[config.mk]
export PLATFORM = sky130hd
export DESIGN_NAME = debug_linearizer_mp_flat
export DESIGN_NICKNAME = d
export VERILOG_FILES = /design/src/rtl/debug_linearizer_mp_if.sv /design/src/rtl/debug_linearizer_mp.sv /design/src/flat_wrapper.sv
export SDC_FILE = /design/constraint.sdc
export NUM_CORES = 1
export LEC_CHECK = 0
export ABC_AREA = 1
export CORE_MARGIN = 2
export CORE_UTILIZATION = 44
export CTS_CLUSTER_DIAMETER = 100
export DETAILED_ROUTE_END_ITERATION = 6
export HOLD_SLACK_MARGIN = 0.02
export PLACE_DENSITY = 0.76
export SYNTH_ARGS = -nofsm -noshare
export SYNTH_HDL_FRONTEND = slang
export SYNTH_SLANG_ARGS = --single-unit
[constraint.sdc]
create_clock -name clk -period 1.5 [get_ports clk]
set_input_delay 0.3 -clock clk [delete_from_list [all_inputs] [get_ports clk]]
set_output_delay 0.3 -clock clk [all_outputs]
set_load 0.005 [all_outputs]
[src/rtl/debug_linearizer_mp_if.sv]
// Handshake bundle between the debug module, the execution pipes and the debug pipeline linearizer.
// The master side drives the requests and busy flags; the slave side is the linearizer.
interface debug_linearizer_mp_if #(
  parameter int NUM_PIPES = 4
);
  logic                 debug_on;
  logic                 flush_flag;
  logic [NUM_PIPES-1:0] ex_busy;
  logic                 multi_pipe;
  logic                 step_req;
  logic                 empty_core;
  logic                 line_stall;
  logic                 line_clr;
  logic                 step_grant;
  logic                 drain_done;
  logic                 drain_timeout;
  logic [1:0]           lin_state;

  modport master (
    output debug_on, flush_flag, ex_busy, multi_pipe, step_req,
    input  empty_core, line_stall, line_clr, step_grant, drain_done, drain_timeout, lin_state
  );

  modport slave (
    input  debug_on, flush_flag, ex_busy, multi_pipe, step_req,
    output empty_core, line_stall, line_clr, step_grant, drain_done, drain_timeout, lin_state
  );
endinterface

[src/rtl/debug_linearizer_mp.sv]
// Debug-mode pipeline linearizer: drains the execution pipes on a debug flush, stalls issue while halted
// and supports single-step issue. Optional drain watchdog enabled by defining LIN_TIMEOUT_EN.
module debug_linearizer_mp #(
  parameter int NUM_PIPES  = 4,
  parameter int MIN_DRAIN  = 2,
  parameter int TMO_CYCLES = 256
) (
  input logic                     clk,
  input logic                     rst,
  debug_linearizer_mp_if.slave    lin
);

  typedef enum logic [1:0] {
    NORMAL     = 2'd0,
    DEBUG      = 2'd1,
    CHECK_PIPE = 2'd2,
    STEP       = 2'd3
  } linState_e;

  localparam int CW = $clog2(TMO_CYCLES + 1);
  localparam logic [CW-1:0] MinLast = CW'(MIN_DRAIN - 1);
  localparam logic [CW-1:0] CntMax  = CW'(TMO_CYCLES);
`ifdef LIN_TIMEOUT_EN
  localparam logic [CW-1:0] TmoLast = CW'(TMO_CYCLES - 1);
`endif

  linState_e            state_q, state_d;
  logic [CW-1:0]        drainCnt_q, drainCnt_d;
  logic                 drainDone_q, drainDone_d;
  logic                 drainTmo_q, drainTmo_d;
  logic [NUM_PIPES-1:0] busyVec;
  logic                 anyBusy;
  logic                 drained;
  logic                 timeoutHit;
  logic                 haltedView;

  assign busyVec = lin.ex_busy;
  assign anyBusy = |busyVec;

  always_comb begin
    state_d     = state_q;
    drainCnt_d  = '0;
    drainDone_d = 1'b0;
    drainTmo_d  = drainTmo_q;
    drained     = (drainCnt_q >= MinLast) && !anyBusy;
`ifdef LIN_TIMEOUT_EN
    timeoutHit  = anyBusy && (drainCnt_q == TmoLast);
`else
    timeoutHit  = 1'b0;
`endif

    unique case (state_q)
      NORMAL: begin
        if (lin.flush_flag)    state_d = CHECK_PIPE;
        else if (lin.debug_on) state_d = DEBUG;
      end
      DEBUG: begin
        if (lin.flush_flag)                state_d = CHECK_PIPE;
        else if (!lin.debug_on)            state_d = NORMAL;
        else if (lin.step_req && !anyBusy) state_d = STEP;
      end
      STEP: state_d = CHECK_PIPE;
      CHECK_PIPE: begin
        // flush_flag is deliberately ignored here so a level flush cannot restart the dwell
        if (drained || timeoutHit) state_d = lin.debug_on ? DEBUG : NORMAL;
      end
      default: state_d = NORMAL;
    endcase

    if (state_q == CHECK_PIPE && state_d == CHECK_PIPE) begin
      drainCnt_d = (drainCnt_q == CntMax) ? drainCnt_q : drainCnt_q + 1'b1;
    end
    drainDone_d = (state_q == CHECK_PIPE) && (state_d != CHECK_PIPE);

    // Watchdog flag survives the exit and is only wiped by the next drain or by reset
    if (state_q != CHECK_PIPE && state_d == CHECK_PIPE) begin
      drainTmo_d = 1'b0;
    end else if (state_q == CHECK_PIPE && timeoutHit) begin
      drainTmo_d = 1'b1;
    end
  end

  always_ff @(posedge clk or negedge rst) begin
    if (!rst) begin
      state_q     <= NORMAL;
      drainCnt_q  <= '0;
      drainDone_q <= 1'b0;
      drainTmo_q  <= 1'b0;
    end else begin
      state_q     <= state_d;
      drainCnt_q  <= drainCnt_d;
      drainDone_q <= drainDone_d;
      drainTmo_q  <= drainTmo_d;
    end
  end

  assign haltedView        = (state_q == DEBUG) || (state_q == CHECK_PIPE);
  assign lin.empty_core    = !anyBusy;
  assign lin.line_stall    = (anyBusy || lin.multi_pipe) && haltedView;
  assign lin.line_clr      = lin.multi_pipe && haltedView;
  assign lin.step_grant    = (state_q == STEP);
  assign lin.drain_done    = drainDone_q;
  assign lin.drain_timeout = drainTmo_q;
  assign lin.lin_state     = state_q;

endmodule

[src/flat_wrapper.sv]
// flat-port wrapper written by rule: the top's interface ports become plain ports
module debug_linearizer_mp_flat 
#(
  parameter int NUM_PIPES  = 4,
  parameter int MIN_DRAIN  = 2,
  parameter int TMO_CYCLES = 256
)
  (clk, rst, lin_debug_on, lin_flush_flag, lin_ex_busy, lin_multi_pipe, lin_step_req, lin_empty_core, lin_line_stall, lin_line_clr, lin_step_grant, lin_drain_done, lin_drain_timeout, lin_lin_state);
  debug_linearizer_mp_if #(.NUM_PIPES(NUM_PIPES)) lin_i ();
  input logic clk;
  input logic rst;
  input wire logic [$bits(lin_i.debug_on)-1:0] lin_debug_on;
  input wire logic [$bits(lin_i.flush_flag)-1:0] lin_flush_flag;
  input wire logic [$bits(lin_i.ex_busy)-1:0] lin_ex_busy;
  input wire logic [$bits(lin_i.multi_pipe)-1:0] lin_multi_pipe;
  input wire logic [$bits(lin_i.step_req)-1:0] lin_step_req;
  output wire logic [$bits(lin_i.empty_core)-1:0] lin_empty_core;
  output wire logic [$bits(lin_i.line_stall)-1:0] lin_line_stall;
  output wire logic [$bits(lin_i.line_clr)-1:0] lin_line_clr;
  output wire logic [$bits(lin_i.step_grant)-1:0] lin_step_grant;
  output wire logic [$bits(lin_i.drain_done)-1:0] lin_drain_done;
  output wire logic [$bits(lin_i.drain_timeout)-1:0] lin_drain_timeout;
  output wire logic [$bits(lin_i.lin_state)-1:0] lin_lin_state;
  assign lin_i.debug_on = lin_debug_on;
  assign lin_i.flush_flag = lin_flush_flag;
  assign lin_i.ex_busy = lin_ex_busy;
  assign lin_i.multi_pipe = lin_multi_pipe;
  assign lin_i.step_req = lin_step_req;
  assign lin_empty_core = lin_i.empty_core;
  assign lin_line_stall = lin_i.line_stall;
  assign lin_line_clr = lin_i.line_clr;
  assign lin_step_grant = lin_i.step_grant;
  assign lin_drain_done = lin_i.drain_done;
  assign lin_drain_timeout = lin_i.drain_timeout;
  assign lin_lin_state = lin_i.lin_state;
  debug_linearizer_mp #(.NUM_PIPES(NUM_PIPES), .MIN_DRAIN(MIN_DRAIN), .TMO_CYCLES(TMO_CYCLES)) u_core (.clk(clk), .rst(rst), .lin(lin_i));
endmodule
==> summary.txt, run 1 <==
register area: 300 um2
r2r startpoint: u_core.lin.lin_state[0]
initial drt markers: 22
Synth top cells by count: 22 x nand2_1, 18 x inv_1, 17 x nor2_1
grt total ovfl: 0
Final Hold Vio Count: 0
fillers: 113
crit-path cells: buf_6 > inv_4 > buf_4 > ha_4 > nand2_1 > inv_1 > a21oi_2 > a21oi_4 > nand4_4 > nor2_2
Async SR Flop Fraction: 100%
Distinct cells, synth: 24
Antenna Violating Nets Remaining: 0
vias per inst: 4.86
failing checks: setup timing
Syn Nets: 126
CTS sink count: 12
peak supply drop: 0.00110 V
Yosys warnings: 0
Multi-input gate area: 564 um2
R2R setup slack: -210 ps
Mean Syn Cell Area: 7.64 um2
post-synth top area share: 36.0%
vias in the first global route: 840
status: complete, but fails checks
Worst-Skew Late Latency: 270 ps
Slew headroom: 63.7%
Syn Std Cell Area: 833 um2
top post-synthesis cells by area: dfrtp_1 36%, ha_1 11%, nand2_1 9.9%
number of max-cap violations: 0
WL per Instance: 13.8 um
H-tree levels: 1
period utilization: 114%
Post-Place Cells: 171
initial antenna violation count: 0
TritonCTS clock tree: yes
Tightest Hold Check Type: primary input to async pin
RD Place Congestion: 0.878
sequential fraction of the synthesis area: 36.0%
Diodes inserted: 0
Nets: 174
RSZ-0062 raised after global routing: yes
Port Buf Inserts: 16
DP Wirelength: 1490 um
Required @ worst endpoint: 1710 ps
die height: 47.5 um
area delta synth->final: 64.0%
CP Launch Type: register
Slew Viols, Final: 0
worst stage delay on the critical path: 410 ps
largest net degree at the start of global routing: 13
final wirelength: 2500 um
Starting Density: 47.7%
Clock Skews: 5.11 ps
CTS Hold Bufs: 0
Final setup viols: 13
FF-to-FF End: u_core.drainCnt_q[6]
Crit. Startpoint: u_core.lin.lin_state[0]
row count: 15
clock edge transition at the registers on the reported setup and hold paths: 80 ps
Die Width: 47.5 um
EDFF count, synth: 0
Tmin final: 1710 ps
fin worst setup slack: -210 ps
first-pass GRT wire length: 3750 um
maximum clock rate: 0.585 GHz
dominant synthesized flop cell: dfrtp_1
Root Driver: clkbuf_4
leak pwr: 0.687 nW
Post-Syn Instances: 109
num ports: 18
CTS Buffer Depth: 2
P per Cell Area: 1570 nW/um2
GRT Total Usage: 23.6%
Num CTS Buffers: 3
Residual DRC: 0
drt first pass iters: 4
most numerous cell in the Yosys netlist: nand2_1
Non-Filler Instances: 181
worst-path maximum fanout: 5
Slew @ Worst Pin: 543 ps
die area: 2260 um2
r2r worst-path depth: 10
cell taking the most area after synthesis: dfrtp_1
via count: 879
Core Box Area: 1750 um2
Min Hold Slack: 374 ps
Arr. time, crit path: 1920 ps
layout cells sized above 1: 39.7%
Worst Setup Path Type: register to register
synthesized flop and latch total: 12
Worst Setup End Kind: register
slowest cell on the critical path: dfrtp_1
where the power goes:
group,switching (mW),internal (mW)
Combinational,0.754,0.702
Clock,0.112,0.148
Sequential,0.0453,0.378
layer usage:
| metal | wire, um | GRT usage, % | vias up |
|---|---|---|---|
| met3 | 98 | 3.02 | 8 |
| met4 | 54 | 6.11 | 0 |
| met1 | 1090 | 35.1 | 416 |
| met2 | 1260 | 36.5 | 20 |
| li1 | - | - | 435 |
| met5 | 0 | 0 | - |
what timing repair did:
item                       4_1_cts  5_1_grt
pin swaps                       10        8
gates cloned                     1        0
setup endpoints to repair       17       16
hold endpoints to repair         0        0
resized for setup               27       15
setup buffers                    3        2
registers in the layout, indices dropped and copies added (netlist names):
register,flops
u_core.drainCnt_q,9
u_core.lin.drain_done,1
u_core.lin.lin_state,2
critical path, delay by kind of cell (launching register included):
family                   cells  cell delay (ps)
flip-flops                   1              410
AO/OA/AOI/OAI                2              310
AND/OR/NAND/NOR              3              370
adder cells (fa/ha/maj)      1              150
buffers and inverters        4              380
per-stage QoR:
stage                     cell area, um2  setup slack [ps]  TNS [ps]  power, mW  utilization (%)
after global routing                1370              -287     -3060       2.27             78.3
after global placement              1200              -304     -3880       1.45             69.0
after floorplan                      855             -24.5      -221      0.998                -
final                               1370              -210     -2230       2.14             78.3
after detailed placement            1200              -395     -4730       1.48             69.0
after CTS                           1320              -152     -1560       1.91             75.3
cell families (layout without fill, tap and decap cells):
| family | Yosys count | after routing | share of synthesized area, % |
|---|---|---|---|
| and+or+nand+nor | 54 | 55 | 29.6 |
| buffers and inverters | 20 | 66 | 9.46 |
| DFF | 12 | 12 | 36.0 |
| AOI/OAI and AO/OA | 9 | 9 | 7.66 |
| adders and majority gates | 7 | 7 | 10.5 |
| xor gates and xnor gates | 6 | 6 | 6.31 |
| other | 1 | 1 | 0.450 |
how the worst max path moves through the flow:
stage | end | slack (ps) | cells past startpoint
after floorplan | u_core.drainCnt_q[0] | -20 | 9
after global placement | u_core.drainCnt_q[7] | -300 | 12
after detailed placement | u_core.drainCnt_q[6] | -390 | 12
after CTS | u_core.drainCnt_q[2] | -150 | 11
after global routing | u_core.drainCnt_q[5] | -290 | 11
final | u_core.drainCnt_q[6] | -210 | 10
area by class of cell:
| type | instances | area share (%) |
|---|---|---|
| Clock buffer | 4 | 2.66 |
| Sequential cell | 12 | 22.0 |
| Inverter | 19 | 5.40 |
| Multi-Input combinational cell | 78 | 41.3 |
| Tap cell | 25 | 2.29 |
| Timing Repair Buffer | 43 | 26.4 |
cells in the final DEF (no fill, tap or decap), types with 2 or more instances in the layout:
cell,count
a21oi_1,2
buf_2,2
buf_4,24
buf_6,4
clkbuf_4,3
clkdlybuf4s15_1,2
clkdlybuf4s50_1,10
dfrtp_1,12
ha_1,3
ha_4,3
inv_1,14
inv_2,4
nand2_1,19
nand2_2,2
nand2_4,2
nand3_1,5
nand3_2,2
nor2_1,13
nor2_2,4
o21ai_0,2
or2_2,2
xnor2_1,2
xor2_1,4
No activity file was read; power rests on OpenSTA's default activity.
==> inputs of run 2 (changes only) <==
- CORE_UTILIZATION: 44 -> 30
- PLACE_DENSITY: 0.76 -> 0.56
- REMOVE_ABC_BUFFERS: default -> 1
==> run 2 against run 1 <==
The run still ends with setup timing left. Sequential cell count unchanged. Clock skew increased by 6.5 ps. Power decreased by 0.77%. Highest routed layer unchanged. Core utilization decreased by 27 points. Clock power about the same. Routed wire length decreased by 19%. Non-clock buffer count unchanged. Cell area increased by 1.7%. Worst setup slack improved by 64 ps. Via count decreased by 6.9%. Combinational power about the same.
==> summary.txt, run 2 (same netlist as run 1, synthesis figures left out) <==
maximum clock rate: 0.608 GHz (+3.9%)
peak supply drop: 0.000989 V (-10%)
met2 Usage GRT: 20.8% (-16 points)
clock edge transition at the registers on the reported setup and hold paths: 80 ps (about the same)
vias in the first global route: 856 (+1.9%)
via count: 818 (-6.9%)
CTS Buffer Depth: 2 (unchanged)
RD Place Congestion: 0.861 (-1.9%)
GRT Total Usage: 13.9% (-9.7 points)
Slew headroom: 59.9% (-3.7 points)
Num CTS Buffers: 3 (unchanged)
H-tree levels: 1 (unchanged)
Starting Density: 31.0% (-17 points)
commonest non-fill, non-tap cell in the layout: buf_4
largest register by flop count: u_core.drainCnt_q
Port Buf Inserts: 16 (unchanged)
grt peak-use layer: met2
Root Driver: clkbuf_4
Nets: 174 (unchanged)
CTS Hold Bufs: 0 (unchanged)
Required @ worst endpoint: 1710 ps (about the same)
Slew @ Worst Pin: 598 ps (+55.0 ps)
area of placed instances: 1200 um2 (-0.52%)
Cell Int Power: 1.27 mW (+3.1%)
Final Hold Vio Count: 0 (unchanged)
Diodes inserted: 0 (unchanged)
pre-CTS setup slack: -387 ps (+7.88 ps)
clock network fraction of total power: 12.2% (about the same)
crit-path cells: inv_2 > buf_4 > ha_2 > nand2_1 > inv_1 > a21oi_4 > a21oi_4 > nand4_4 > nor2_4
Residual DRC: 0 (unchanged)
slowest cell on the critical path: dfrtp_1
initial drt markers: 10 (-55%)
Tightest Hold Check Type: primary input to async pin
vias per inst: 4.37 (-9.9%)
Post-Place Cells: 178 (+4.1%)
Reg power frac: 19.7% (about the same)
die height: 56.7 um (+19%)
design area: 1390 um2 (+1.7%)
row count: 19 (+4)
Die Width: 56.7 um (+19%)
sw frac: 40.4% (-2.2 points)
die area: 3220 um2 (+42%)
Worst-Skew Late Latency: 280 ps (about the same)
Comb pwr share: 68.2% (about the same)
DP Wirelength: 1550 um (+3.9%)
Final Util: 51.7% (-27 points)
Psw: 0.857 mW (-6.0%)
TritonCTS clock tree: yes
max FFs per register: 9 (unchanged)
leak pwr: 0.689 nW (+0.42%)
CP dominant cell by count: a21oi_4
Worst Setup Path Type: register to register
Min Hold Slack: 310 ps (-63.9 ps)
CTS sink count: 12 (unchanged)
Worst Setup End Kind: register
met3 usage: 1.61% (-1.4 points)
worst stage delay on the critical path: 430 ps (+20 ps)
layout cells sized above 1: 41.7% (+1.9 points)
routing usage on met1: 19.7% (-15 points)
initial antenna violation count: 0 (unchanged)
worst-path maximum fanout: 5 (unchanged)
Tmin final: 1650 ps (-64.5 ps)
drt first pass iters: 6 (+2)
Final setup viols: 15 (+2)
CP Launch Type: register
P per Cell Area: 1530 nW/um2 (-2.5%)
largest net degree at the start of global routing: 13 (unchanged)
fin worst setup slack: -145 ps (+64.5 ps)
num ports: 18 (unchanged)
WL per Instance: 10.8 um (-22%)
Slew Viols, Final: 0 (unchanged)
period utilization: 110% (-4.3 points)
PnR Total Power: 2.12 mW (-0.77%)
area delta synth->final: 66.8%
failing checks: setup timing
Clock Skews: 11.6 ps (+6.49 ps)
Non-Filler Instances: 187 (+3.3%)
first-pass GRT wire length: 3580 um (-4.6%)
final wirelength: 2020 um (-19%)
number of max-cap violations: 0 (unchanged)
Arr. time, crit path: 1860 ps (-60 ps)
Antenna Violating Nets Remaining: 0 (unchanged)
Core Box Area: 2690 um2 (+54%)
final setup TNS: -1520 ps (+711 ps)
RSZ-0062 raised after global routing: yes
status: complete, but fails checks
commonest cells after routing, fill and taps aside: 20 x buf_4, 18 x nand2_1, 14 x inv_1, 13 x nor2_1, 12 x dfrtp_1
grt total ovfl: 0 (unchanged)
==> run 2: cell count changes in the layout (fill, tap and decap cells not counted) <==
cell	delta
clkbuf_2	+1
a21oi_2	-1
a21oi_4	+1
ha_4	-1
clkdlybuf4s15_1	-2
ha_2	+1
nand2_1	-1
nor2_4	+1
nor2_2	-1
buf_6	+5
nand2_2	+1
buf_4	-4
==> run 2: per-layer routing <==
metal	up-vias	wire [um]
li1	434	-
met1	359	948
met2	23	945
met3	2	98
met4	0	24
met5	-	0
==> run 2: path summary, 6_finish.rpt <==
path                                        end  slack, ps               startpoint  cells past startpoint
max                        u_core.drainCnt_q[1]       -150  u_core.lin.lin_state[0]                      9
min                        u_core.drainCnt_q[4]        310                      rst                      2
max reg2reg                u_core.drainCnt_q[1]       -150  u_core.lin.lin_state[0]                      9
min reg2reg                u_core.drainCnt_q[7]        640     u_core.drainCnt_q[7]                      4
max in group asynchronous  u_core.drainCnt_q[7]       1020                      rst                      2
min in group clk           u_core.drainCnt_q[7]        640     u_core.drainCnt_q[7]                      4
==> run 2: repair_timing <==
action / in CTS / in global routing
resized for setup: 43 / 16
setup buffers: 2 / 2
pin swaps: 3 / 3
cloned: 1 / 0
setup endpoints to repair: 18 / 17
==> run 2: cell type report <==
type / instances / area [um2]
fillers: 276 / 1300
multi-input cells: 78 / 569
repair buffers: 43 / 372
flip-flops and latches: 12 / 300
inverters: 19 / 73.8
well taps: 31 / 38.8
clock buffers: 4 / 36.3
==> run 2: critical path, delay by kind of cell (launching register included) <==
kind,cells,cell delay (ps)
DFF,1,430
and+or+nand+nor,3,370
buffers and inverters,3,310
AOI/OAI and AO/OA,2,270
adders and majority gates,1,190
==> run 2: power by group through the flow <==
stage	Sequential (mW)	Combinational [mW]	Clock, mW
after CTS	0.415	1.28	0.262
after detailed placement	0.414	1.05	0
after floorplan	0.436	0.521	0
after global placement	0.417	1.04	0
final	0.417	1.45	0.259
after global routing	0.427	1.59	0.281
==> inputs of run 3 (changes only) <==
- CORE_UTILIZATION: 30 -> 49
- PLACE_DENSITY: 0.56 -> 0.8
- clock period: 1.5 -> 1.6 ns (I/O delays scaled with it)
==> run 3 against run 2 <==
Sequential power shrank 6.0%. Register-to-register slack improved by 40 ps. Largest power group unchanged. Critical path type unchanged. The flow still finishes with violations (setup timing). Global-route usage rose by 9.5 points.
==> summary.txt, run 3 (same netlist as run 1, synthesis figures left out) <==
Final Util: 86.0% (+34 points)
worst stage delay on the critical path: 400 ps (-30 ps)
failing checks: setup timing
via count: 886 (+8.3%)
H-tree levels: 1 (unchanged)
die height: 45.2 um (-20%)
Post-Place Cells: 150 (-16%)
Slew @ Worst Pin: 528 ps (-69.8 ps)
CTS Buffer Depth: 2 (unchanged)
WL per Instance: 16.0 um (+49%)
Worst Setup End Kind: register
GRT Total Usage: 23.4% (+9.5 points)
period utilization: 107% (-2.9 points)
Worst Setup Path Type: register to register
P per Cell Area: 1550 nW/um2 (+1.5%)
row count: 14 (-5)
Starting Density: 53.5% (+22 points)
vias in the first global route: 826 (-3.5%)
Antenna Violating Nets Remaining: 0 (unchanged)
peak supply drop: 0.00103 V (+4.4%)
max FFs per register: 9 (unchanged)
die area: 2050 um2 (-36%)
area of placed instances: 1080 um2 (-9.7%)
CP Launch Type: register
Min Hold Slack: 386 ps (+75.6 ps)
PnR Total Power: 2.08 mW (-2.0%)
largest net degree at the start of global routing: 13 (unchanged)
final wirelength: 2630 um (+30%)
Port Buf Inserts: 16 (unchanged)
Core Box Area: 1560 um2 (-42%)
worst-path maximum fanout: 5 (unchanged)
drt first pass iters: 4 (-2)
fin worst setup slack: -109 ps (+36.1 ps)
DP Wirelength: 1390 um (-9.9%)
layout cells sized above 1: 41.2% (-0.45 points)
maximum clock rate: 0.585 GHz (-3.7%)
first-pass GRT wire length: 3500 um (-2.3%)
Nets: 166 (-4.6%)
Root Driver: clkbuf_4
Slew headroom: 64.7% (+4.7 points)
commonest non-fill, non-tap cell in the layout: nand2_1
TritonCTS clock tree: yes
area delta synth->final: 61.0%
clock edge transition at the registers on the reported setup and hold paths: 80 ps (about the same)
leak pwr: 0.680 nW (-1.3%)
slowest cell on the critical path: dfrtp_1
Non-Filler Instances: 164 (-12%)
Worst-Skew Late Latency: 280 ps (about the same)
num ports: 18 (unchanged)
Residual DRC: 0 (unchanged)
pre-CTS setup slack: -285 ps (+102 ps)
Required @ worst endpoint: 1810 ps (+100 ps)
status: complete, but fails checks
Diodes inserted: 0 (unchanged)
largest register by flop count: u_core.drainCnt_q
Final Hold Vio Count: 0 (unchanged)
final setup TNS: -892 ps (+624 ps)
Arr. time, crit path: 1920 ps (+60 ps)
Slew Viols, Final: 0 (unchanged)
Tightest Hold Check Type: primary input to async pin
commonest cells after routing, fill and taps aside: 17 x nand2_1, 15 x buf_4, 13 x inv_1, 12 x dfrtp_1
Final setup viols: 12 (-3)
Clock Skews: 4.64 ps (-6.96 ps)
fillers: 83 (-70%)
initial drt markers: 29 (+19)
RD Place Congestion: 0.899 (+4.4%)
initial antenna violation count: 0 (unchanged)
number of max-cap violations: 0 (unchanged)
grt total ovfl: 0 (unchanged)
crit-path cells: buf_6 > inv_4 > buf_4 > ha_4 > nand2_1 > inv_2 > a21oi_2 > a21oi_4 > nand4_4 > nor2_1
Tmin final: 1710 ps (+63.9 ps)
design area: 1340 um2 (-3.5%)
Num CTS Buffers: 3 (unchanged)
CTS sink count: 12 (unchanged)
RSZ-0062 raised after global routing: yes
Die Width: 45.2 um (-20%)
vias per inst: 5.40 (+24%)
-- run 3: changes by cell type in the layout (fill, tap and decap cells not counted), sizes merged --
| cell | change |
|---|---|
| dlygate4sd2 | +3 |
| clkdlybuf4s50 | -3 |
| buf | -11 |
| dlymetal6s2s | +3 |
-- run 3: path summary, 6_finish.rpt --
kind | startpoint | end | slack [ps] | cells after the start
worst min-delay path | rst | u_core.drainCnt_q[3] | 390 | 1
max in group asynchronous | rst | u_core.drainCnt_q[6] | 860 | 1
worst min register to register | u_core.drainCnt_q[6] | u_core.drainCnt_q[6] | 630 | 2
min in group clk | u_core.drainCnt_q[6] | u_core.drainCnt_q[6] | 630 | 2
worst max register to register | u_core.lin.lin_state[0] | u_core.drainCnt_q[6] | -110 | 10
worst max-delay path | u_core.lin.lin_state[0] | u_core.drainCnt_q[6] | -110 | 10
-- run 3: where the power goes --
part / switching (mW) / internal (mW)
Clock: 0.102 / 0.138
Combinational: 0.764 / 0.684
Sequential: 0.0379 / 0.354
-- run 3: worst max-delay path: cells and delay by family, from the launching register on --
| kind | cells | cell delay (ps) |
|---|---|---|
| buffers and inverters | 4 | 370 |
| AO/OA/AOI/OAI | 2 | 340 |
| adder cells (fa/ha/maj) | 1 | 130 |
| AND/OR/NAND/NOR | 3 | 400 |
| flip-flops | 1 | 400 |
-- run 3: layout make-up --
class	count	area, um2	share of cell area [%]
Clock buffer	4	36.3	2.71
Inverter	19	73.8	5.50
Multi-Input combinational cell	78	598	44.6
Sequential cell	12	300	22.4
Tap cell	16	20.0	1.49
Timing Repair Buffer	35	313	23.3
-- run 3: what timing repair did --
action / 4_1_cts / 5_1_grt
resized for setup: 26 / 31
cloned: 1 / 0
hold buffers: 0 / 0
pin swaps: 11 / 22
setup buffers: 5 / 4
setup endpoints to repair: 15 / 15
-- run 3: metal layers --
layer | GRT usage, % | up-vias | part of all wire (%)
met5 | 0 | - | 0
met4 | 6.47 | 0 | 3.2
met3 | 6.80 | 10 | 4.6
met2 | 38.3 | 30 | 51
met1 | 30.0 | 429 | 41
li1 | - | 417 | -
